## src/rtl/uart_pkg.sv

```systemverilog
// Shared types for the UART receive path: FIFO entry layout, trigger levels
// and the character-timeout state encoding.
package uart_pkg;

    typedef struct packed {
        logic       bi;
        logic       fe;
        logic       pe;
        logic [7:0] data;
    } rx_entry_t;

    typedef enum logic [1:0] {
        RX_TL_1  = 2'b00,
        RX_TL_4  = 2'b01,
        RX_TL_8  = 2'b10,
        RX_TL_14 = 2'b11
    } rx_tl_e;

    typedef enum logic [1:0] {
        RX_TO_IDLE,
        RX_TO_COUNT,
        RX_TO_EXPIRED
    } rx_to_state_e;

    // Trigger threshold in entries, clamped so a shallow FIFO can still reach it.
    function automatic int unsigned rx_tl_threshold(input rx_tl_e tl, input int unsigned depth);
        int unsigned t;
        case (tl)
            RX_TL_1: t = 1;
            RX_TL_4: t = 4;
            RX_TL_8: t = 8;
            default: t = 14;
        endcase
        return (t > depth) ? depth : t;
    endfunction

endpackage

```

## src/rtl/uart_rx_fifo_mem.sv

```systemverilog
// RX FIFO storage: DEPTH x 11-bit entries with a registered head-of-queue read.
module uart_rx_fifo_mem
    import uart_pkg::*;
#(
    parameter int unsigned DEPTH = 16
) (
    input  logic                       pclk,
    input  logic                       presetn,
    input  logic                       wr_en,
    input  logic [$clog2(DEPTH)-1:0]   wr_ptr,
    input  rx_entry_t                  wr_data,
    input  logic [$clog2(DEPTH)-1:0]   rd_ptr_next,
    input  logic                       empty_next,
    output rx_entry_t                  head
);

    rx_entry_t mem [DEPTH];

    always_ff @(posedge pclk) begin
        if (wr_en)
            mem[wr_ptr] <= wr_data;
    end

    // A write landing on the next head slot bypasses the array so the head is never stale.
    always_ff @(posedge pclk) begin
        if (!presetn || empty_next)
            head <= '0;
        else if (wr_en && (wr_ptr == rd_ptr_next))
            head <= wr_data;
        else
            head <= mem[rd_ptr_next];
    end

endmodule

```

## src/rtl/uart_rx_fifo_ctrl.sv

```systemverilog
// Receive-side FIFO sequencing, line status (DR/OE/PE/FE/BI/RXFE) and the
// RX-data-available / character-timeout interrupt requests.
module uart_rx_fifo_ctrl
    import uart_pkg::*;
#(
    parameter int unsigned DEPTH         = 16,
    parameter int unsigned TIMEOUT_TICKS = 640
) (
    input  logic                     pclk,
    input  logic                     presetn,
    input  logic                     fen,
    input  logic                     rxfrst,
    input  logic [1:0]               rxtl,
    input  logic                     sample_edge,
    input  logic                     receive_done,
    input  logic [7:0]               rsr_data,
    input  logic                     parity_error,
    input  logic                     frame_error,
    input  logic                     rbr_rd,
    input  logic                     lsr_rd,
    output logic [7:0]               rbr_data,
    output logic                     lsr_dr,
    output logic                     lsr_oe,
    output logic                     lsr_pe,
    output logic                     lsr_fe,
    output logic                     lsr_bi,
    output logic                     lsr_rxfe,
    output logic [$clog2(DEPTH):0]   rx_level,
    output logic                     rda_irq,
    output logic                     cti_irq
);

    localparam int unsigned PW = $clog2(DEPTH);
    localparam int unsigned CW = PW + 1;
    localparam int unsigned TW = $clog2(TIMEOUT_TICKS);

    logic [PW-1:0] wr_ptr, rd_ptr, wr_ptr_n, rd_ptr_n;
    logic [CW-1:0] count_n, err_cnt, eff_depth, rx_thresh;
    logic [TW-1:0] to_cnt;
    logic          fen_q, flush, empty, full;
    logic          push_ok, pop_ok, overrun, activity, push_err, pop_err;
    rx_entry_t     in_entry, head;
    rx_to_state_e  to_state, to_state_n;

    assign in_entry  = {frame_error & (rsr_data == 8'h00), frame_error, parity_error, rsr_data};
    assign eff_depth = fen ? CW'(DEPTH) : CW'(1);
    assign rx_thresh = CW'(rx_tl_threshold(rx_tl_e'(rxtl), DEPTH));
    assign empty     = (rx_level == '0);
    assign full      = (rx_level == eff_depth);
    assign flush     = rxfrst | (fen ^ fen_q);

    // A pop in the same cycle frees the slot, so a push into a full FIFO is still taken.
    assign pop_ok    = rbr_rd & ~empty & ~flush;
    assign push_ok   = receive_done & (~full | rbr_rd) & ~flush;
    assign overrun   = receive_done & full & ~rbr_rd & ~flush;
    assign activity  = push_ok | pop_ok;
    assign push_err  = push_ok & (in_entry.pe | in_entry.fe | in_entry.bi);
    assign pop_err   = pop_ok & (head.pe | head.fe | head.bi);

    always_comb begin
        wr_ptr_n = wr_ptr;
        rd_ptr_n = rd_ptr;
        count_n  = rx_level;
        if (flush) begin
            wr_ptr_n = '0;
            rd_ptr_n = '0;
            count_n  = '0;
        end else begin
            if (push_ok) wr_ptr_n = wr_ptr + PW'(1);
            if (pop_ok)  rd_ptr_n = rd_ptr + PW'(1);
            case ({push_ok, pop_ok})
                2'b10:   count_n = rx_level + CW'(1);
                2'b01:   count_n = rx_level - CW'(1);
                default: count_n = rx_level;
            endcase
        end
    end

    always_ff @(posedge pclk) begin
        if (!presetn) begin
            wr_ptr   <= '0;
            rd_ptr   <= '0;
            rx_level <= '0;
            err_cnt  <= '0;
            lsr_oe   <= 1'b0;
            fen_q    <= fen;
        end else begin
            wr_ptr   <= wr_ptr_n;
            rd_ptr   <= rd_ptr_n;
            rx_level <= count_n;
            fen_q    <= fen;
            if (flush)
                err_cnt <= '0;
            else if (push_err && !pop_err)
                err_cnt <= err_cnt + CW'(1);
            else if (pop_err && !push_err)
                err_cnt <= err_cnt - CW'(1);
            if (flush)
                lsr_oe <= 1'b0;
            else if (overrun)
                lsr_oe <= 1'b1;
            else if (lsr_rd)
                lsr_oe <= 1'b0;
        end
    end

    uart_rx_fifo_mem #(.DEPTH(DEPTH)) u_mem (
        .pclk        (pclk),
        .presetn     (presetn),
        .wr_en       (push_ok),
        .wr_ptr      (wr_ptr),
        .wr_data     (in_entry),
        .rd_ptr_next (rd_ptr_n),
        .empty_next  (count_n == '0),
        .head        (head)
    );

    assign rbr_data = head.data;
    assign lsr_pe   = head.pe;
    assign lsr_fe   = head.fe;
    assign lsr_bi   = head.bi;
    assign lsr_dr   = ~empty;
    assign lsr_rxfe = fen & (err_cnt != '0);
    assign rda_irq  = fen ? (rx_level >= rx_thresh) : ~empty;

    always_ff @(posedge pclk) begin
        if (!presetn)
            to_state <= RX_TO_IDLE;
        else
            to_state <= to_state_n;
    end

    always_ff @(posedge pclk) begin
        if (!presetn || (to_state != RX_TO_COUNT) || activity)
            to_cnt <= '0;
        else if (sample_edge)
            to_cnt <= to_cnt + TW'(1);
    end

    always_comb begin
        to_state_n = to_state;
        if (!fen || flush) begin
            to_state_n = RX_TO_IDLE;
        end else begin
            case (to_state)
                RX_TO_IDLE:
                    if (!empty) to_state_n = RX_TO_COUNT;
                RX_TO_COUNT:
                    if (empty)
                        to_state_n = RX_TO_IDLE;
                    else if (!activity && sample_edge && (to_cnt == TW'(TIMEOUT_TICKS - 1)))
                        to_state_n = RX_TO_EXPIRED;
                RX_TO_EXPIRED:
                    if (empty)
                        to_state_n = RX_TO_IDLE;
                    else if (activity)
                        to_state_n = RX_TO_COUNT;
                default:
                    to_state_n = RX_TO_IDLE;
            endcase
        end
    end

    always_comb begin
        cti_irq = (to_state == RX_TO_EXPIRED);
    end

endmodule

```

## config.mk

```make
export PLATFORM = sky130hd
export DESIGN_NAME = uart_rx_fifo_ctrl
export DESIGN_NICKNAME = d
export VERILOG_FILES = /design/src/rtl/uart_pkg.sv /design/src/rtl/uart_rx_fifo_mem.sv /design/src/rtl/uart_rx_fifo_ctrl.sv
export SDC_FILE = /design/constraint.sdc
export NUM_CORES = 1
export LEC_CHECK = 0
export CAP_MARGIN = 20
export CORE_ASPECT_RATIO = 2
export CORE_MARGIN = 3
export CORE_UTILIZATION = 55
export CTS_BUF_LIST = sky130_fd_sc_hd__clkbuf_8
export DETAILED_ROUTE_END_ITERATION = 10
export PLACE_DENSITY = 0.83
export SLEW_MARGIN = 20
export SYNTH_ARGS = -nofsm -noshare
export SYNTH_HDL_FRONTEND = slang
export SYNTH_HIERARCHICAL = 1
export SYNTH_SLANG_ARGS = --single-unit
```

## constraint.sdc

```tcl
create_clock -name pclk -period 9 [get_ports pclk]
set_input_delay 1.8 -clock pclk [delete_from_list [all_inputs] [get_ports pclk]]
set_output_delay 1.8 -clock pclk [all_outputs]
set_load 0.05 [all_outputs]
```

# Word-level counts from Yosys, hierarchy flattened
# Memory sizes are Yosys's and may differ from the RTL's. A register that Yosys moved wholly into a read port is not among the register bits.
# Index checks and enable logic that the tools add are counted.
# word_totals
latchBits	0
mem_bits_rw	176
word_cells	98
rom_bits	0
out_inout_bits	21
mem_count	1
reg_bits	32
# mem_list
name	depth	width	read_ports	rd_ports_with_merged_regs	wr	line	text
u_mem.mem	16	11	1	1	1	uart_rx_fifo_mem.sv:17	rx_entry_t mem [DEPTH];
# classes
mul	0
n_eq_ne	12
addsub	7
n_reduce_logical	24
n_lt_le_gt_ge	2
n_div	0
muxes	20
bitwise	24
n_shift	0
# ops
cell	n
> comparator 32 x 5 -> 1 bit (second input constant)	1
2-to-1 mux 5 bit	5
case mux 4 bit (3 select lines)	1
AND 1 bit	11
adder 10 x 1 -> 10 bit (second input constant)	1
adder 5 x 1 -> 5 bit (second input constant)	2
equality test 10 bit (second input constant)	1
logical NOT 5 bit	2
2-to-1 mux 2 bit	5
case mux 5 bit (2 select lines)	1
subtractor 5 x 1 -> 5 bit (second input constant)	2
adder 4 x 1 -> 4 bit (second input constant)	2
logical NOT 8 bit	1
2-to-1 mux 4 bit	2
OR 1 bit	7
equality test 2 x 1 -> 1 bit (second input constant)	3
equality test 2 bit (second input constant)	3
case mux 2 bit (3 select lines)	1
equality test 5 bit	1
greater-or-equal comparator 5 bit	1
logical NOT 1 bit	5
2-to-1 mux 1 bit	5
inverter 1 bit	5
nonzero test 5 bit	1
other kinds (11)	20

# Logic depth before layout (Yosys ltp)
# depth
word_depth	13
ltp_mapped	19
ltp_nobuf	16

# Modules after synthesis
# Netlist, hierarchy kept.
# modules_own_cells
module	area_each_um2	cells_each	instances
uart_rx_fifo_mem	7168.1	328	1
uart_rx_fifo_ctrl	1920.6	220	1

# Worst setup path after synthesis
# OpenSTA, ideal clock, no wires.
# synth_timing
kind	in2reg
from	input port fen
to	register, netlist name u_mem/head[0]
cell_stages	19
arrival_ps	5025
n_path_buf	3
required_time_ps	8883
setup_ps	117
path_slack_ps	3858
path_cell_list	buf_2 > or3b_1 > a211o_4 > nand2_4 > nor2_1 > inv_1 > ha_1 > buf_6 > xor2_1 > ha_1 > a21o_2 > a21oi_1 > a311oi_2 > xor2_1 > o31ai_1 > nand2b_1 > and4b_1 > buf_2 > a22o_1
# synth_between
elab_chain_len	11
# synth_rtl
element	line	text
from (decl)	uart_rx_fifo_ctrl.sv:11	input logic fen,
2-to-1 mux 5 bit	uart_rx_fifo_ctrl.sv:46	assign eff_depth = fen ? CW'(DEPTH) : CW'(1);
equality test 5 bit	uart_rx_fifo_ctrl.sv:49	assign full = (rx_level == eff_depth);
inverter 1 bit	uart_rx_fifo_ctrl.sv:54	assign push_ok = receive_done & (~full | rbr_rd) & ~flush;
OR 1 bit	uart_rx_fifo_ctrl.sv:54	
AND 1 bit	uart_rx_fifo_ctrl.sv:54	
AND 1 bit (*)	uart_rx_fifo_ctrl.sv:54	
named net push_ok	uart_rx_fifo_ctrl.sv:41	logic push_ok, pop_ok, overrun, activity, push_err, pop_err;
equality test 2 x 1 -> 1 bit or equality test 2 bit (tied branches)	uart_rx_fifo_ctrl.sv:71	case ({push_ok, pop_ok})
case mux 5 bit (2 select lines) (*)	uart_rx_fifo_ctrl.sv:71	
2-to-1 mux 5 bit (*)	uart_rx_fifo_ctrl.sv:64	if (flush) begin
logical NOT 5 bit (*)	uart_rx_fifo_ctrl.sv:114	.empty_next (count_n == '0),
logical OR 1 bit (*)	uart_rx_fifo_mem.sv:26	if (!presetn || empty_next)
# The timed path passes the listed nets; every way through them passes the cells marked *.
# A chain may end at the register's enable or synchronous reset.

# Worst setup path after layout
# layout_timing
from	input port fen
to	register, netlist name u_mem/head[9]
# layout_between
elab_chain_len	11
# layout_rtl
element	line
2-to-1 mux 5 bit	uart_rx_fifo_ctrl.sv:46
equality test 5 bit	uart_rx_fifo_ctrl.sv:49
inverter 1 bit	uart_rx_fifo_ctrl.sv:54
OR 1 bit	uart_rx_fifo_ctrl.sv:54
AND 1 bit	uart_rx_fifo_ctrl.sv:54
AND 1 bit (*)	uart_rx_fifo_ctrl.sv:54
named net push_ok	uart_rx_fifo_ctrl.sv:41
equality test 2 x 1 -> 1 bit or equality test 2 bit (tied branches)	uart_rx_fifo_ctrl.sv:71
case mux 5 bit (2 select lines) (*)	uart_rx_fifo_ctrl.sv:71
2-to-1 mux 5 bit (*)	uart_rx_fifo_ctrl.sv:64
logical NOT 5 bit (*)	uart_rx_fifo_ctrl.sv:114
logical OR 1 bit (*)	uart_rx_fifo_mem.sv:26
# Marks and branches as above.

==> summary.txt <==
Logic synthesis
  – Fraction of registers with async set or reset after synthesis: 0
  – XOR/XNOR share of the synthesized area: 0.0260
  – Most used DFF post-synth: edfxtp_1
  – Total standard cell area after synthesis: 9090 um^2
  – YS warnings: 6
  – Number of unique standard cell types used by synthesis: 58
  – Area share of fa/ha/maj cells after synthesis: 0.0229
  – Post-Syn Instances: 548
  – Synth Area per Inst: 16.6 um^2
  – Post-synthesis mux area share: 0.120
  – Dominant combinational cell family by area after synthesis: multiplexers
  – Simple logic cell fraction of the synthesized area: 0.0727
  – Count of state elements after synthesis: 219
  – Post-Synthesis Net Count: 584
  – Post-synth EDFFs: 176
  – Part of the Yosys area used for sequential elements: 0.676
  – Post-synthesis compound-gate area fraction: 0.0595

GRT
  – Wire length of the first global-routing pass: 29200 um
  – Via count of the first global-routing pass: 5323
  – Global-route usage over all layers: 0.207
  – Remaining Overflow, GRT: 0
  – Largest net degree at the start of global routing: 47
  – Initial antenna violation count: 0

Placed design
  – Detailed-placement wirelength estimate: 12400 um
  – Buffers added on ports: 40
  – Worst slack at placement: 2.75 ns
  – Placed standard-cell area: 9660 um^2
  – Final weighted congestion in routability-driven placement: 0.796
  – Inst Count DP: 772

Floorplan
  – IO Count: 41
  – Die width: 96.9 um
  – DIE HEIGHT: 188 um
  – Placeable core region: 16000 um^2
  – Num rows: 65
  – Die area: 18200 um^2
  – Starting density of the core: 0.567

Timing
  – Post-route worst hold slack: 0.497 ns
  – Worst slew margin relative to its limit: 0.317
  – Setup_tns: 0 ns
  – Post-layout worst setup margin: 3.24 ns
  – Largest clock skew in the final design: 0.0118 ns
  – Worst-margin pin slew: 1.02 ns
  – Final setup violation count: 0
  – Final slew viol count: 0
  – Final hold vios: 0
  – Final period demand of the worst path: 5.76 ns
  – Final period util: 0.640
  – Setup repair after global routing missed its margin: false
  – Peak Freq: 174 MHz

Worst hold path
  – Type of the most critical hold path: reg2reg
  – Startpoint of the worst hold path: err_cnt[4]

Clock network
  – Maximum clock path buffer count: 3
  – Clock input transition at the sequential cells of the worst setup and hold paths: 0.07 ns
  – Number of sinks on the clock net: 219
  – Number of levels in the clock H-tree: 1
  – Hold Buf Count CTS: 0
  – Resized Gates After CTS: 0
  – CTS Buf Count: 29
  – Clock tree root driver cell: clkbuf_8
  – Post-CTS setup repair buffer count: 0
  – Clock tree from TritonCTS: done
  – Clock latency at the later pin of the worst-skew pair: 0.54 ns

Pwr
  – Net Switching: 390 uW
  – Total Power: 1.90 mW
  – Cell Int Power: 1.51 mW
  – Static leakage power: 3.39 nW
  – Proportion of power drawn by flip-flops and latches: 0.578
  – Peak supply drop: 0.124 mV
  – Clk network pwr share: 0.391
  – Pwr Density: 185 nW/um^2
  – Relative contribution of combinational cells to total power: 0.031
  – Share of total power consumed by net switching: 0.206

Routing
  – Post-detailed-route DRC marker count: 0
  – Post-Route WL: 18600 um
  – Mean number of vias per cell: 6.24
  – Iteration-0 DRC count of the detailed router: 395
  – Total via count after detailed routing: 5156
  – Post-DR wirelength/cell: 22.5 um
  – Number of antenna-violating nets in the routed design: 0
  – Drt pass-1 iters: 5

Run status
  – Run status: complete, no violations

Job
  – Max-Cap Viols: 0

Cells and area
  – Number of diodes added for antenna fixing: 0
  – Non-Filler Cell Area, Final: 10300 um^2
  – Final Instance Count excl. Fillers: 826
  – Final standard cell utilization of the core: 0.641
  – Layout cell share with drive strength beyond 1: 0.171
  – Area grow syn2layout: 13.1%
  – Net total in the final layout: 639

Critical path
  – Critical path launch point: fen
  – Setup crit end kind: register
  – Critical Path RT: 9.48 ns
  – Worst R2R Start: rx_level[1]
  – Kind of start point of the critical path: input port
  – Largest fanout on the critical path: 11
  – Data arrival time of the worst path: 6.24 ns
  – Critical path class: in2reg
## path summary, 6_finish.rpt
path	endpoint	slack (ns)	depth (start not counted)
worst min-delay path	err_cnt[4]	0.50	2
worst max-delay path	u_mem/head[9]	3.24	17
worst max register to register	u_mem/head[9]	4.62	16
worst min register to register	err_cnt[4]	0.50	2
## critical path, stage by stage
cell and delay, ns:
clkdlybuf4s50_1 0.57, or3b_1 0.43, a211o_4 0.36, nand2_4 0.09
nor2_1 0.12, inv_1 0.15, ha_1 0.39, xor2_1 0.20
ha_1 0.22, a21o_2 0.13, a21oi_1 0.07, a311oi_2 0.28
xor2_1 0.21, o31ai_1 0.10, nand2b_1 0.20, a31oi_1 0.68
a22o_1 0.25
## cell type report
class | instances | area [um^2]
clock buffer | 29 | 399
clock inverter | 24 | 186
fill | 1074 | 5750
inverter | 8 | 30.0
multi-input combinational | 295 | 2780
sequential | 219 | 6150
tap | 201 | 251
timing repair buffer | 50 | 483
## power groups by stage
stage / Sequential [mW] / Combinational, mW / Clock, mW
after floorplan: 1.12 / 0.0264 / 0
after global placement: 1.12 / 0.0551 / 0
after detailed placement: 1.12 / 0.0581 / 0
after CTS: 1.10 / 0.0585 / 0.760
after global routing: 1.10 / 0.0635 / 0.801
final: 1.10 / 0.0583 / 0.742
## cell usage in the layout, fill, tap and decap left out, types with 10 or more instances in the layout
cell,instances
xor2_1,19
clkdlybuf4s50_1,40
clkbuf_8,29
nand3_1,12
a22o_1,11
clkinv_1,10
mux4_1,13
edfxtp_1,176
dfxtp_1,43
ha_1,15
a22oi_1,22
mux4_2,31
nor2_1,34
nand2_1,21
a21oi_1,15
inv_1,10
## flip-flops by register name, summed over array words and instances (netlist names)
name / count
lsr_oe: 1
to_cnt: 10
rx_level: 5
err_cnt: 5
fen_q: 1
u_mem/mem: 176
wr_ptr: 4
rd_ptr: 4
u_mem/head: 11
to_state: 2
## cells in the mapped netlist, types with 3 or more instances
cell type / n / area (um^2)
and2_1: 5 / 31.3
a22o_1: 11 / 96.3
nor3_1: 9 / 45.0
xor2_1: 19 / 166
nand3_1: 12 / 60.1
nor2b_1: 9 / 56.3
nand2b_1: 4 / 25.0
edfxtp_1: 176 / 5290
mux4_2: 31 / 698
clkbuf_1: 7 / 26.3
mux2i_1: 5 / 50.1
mux4_1: 13 / 342
xnor2_1: 8 / 70.1
o21ai_0: 5 / 25.0
buf_2: 9 / 45.0
nor2_1: 44 / 165
inv_1: 8 / 30.0
ha_1: 15 / 188
o21a_1: 4 / 30.0
nand3b_1: 4 / 30.0
o31ai_1: 3 / 22.5
dfxtp_1: 43 / 861
buf_6: 5 / 56.3
a21oi_1: 15 / 75.1
nand4_1: 3 / 18.8
a22oi_1: 22 / 165
nand2_1: 21 / 78.8
## per-layer routing
metal  wire (um)  part of all wire  vias to the layer above  global-route usage
met1        6360              0.34                     2603               0.227
met4         887             0.048                        0              0.0941
met5           0                 0                        -                   0
li1            -                 -                     2273                   -
met2       10300              0.56                      228               0.388
met3        1010             0.054                       52              0.0287
## kinds of logic after synthesis
kind of cell,after synthesis
buf+inv,34
mux,49
compound gates,73
flops,219
fa+ha+maj,16
xor+xnor,27
simple gates,130
Note: power is estimated with default switching activity, not from simulation.
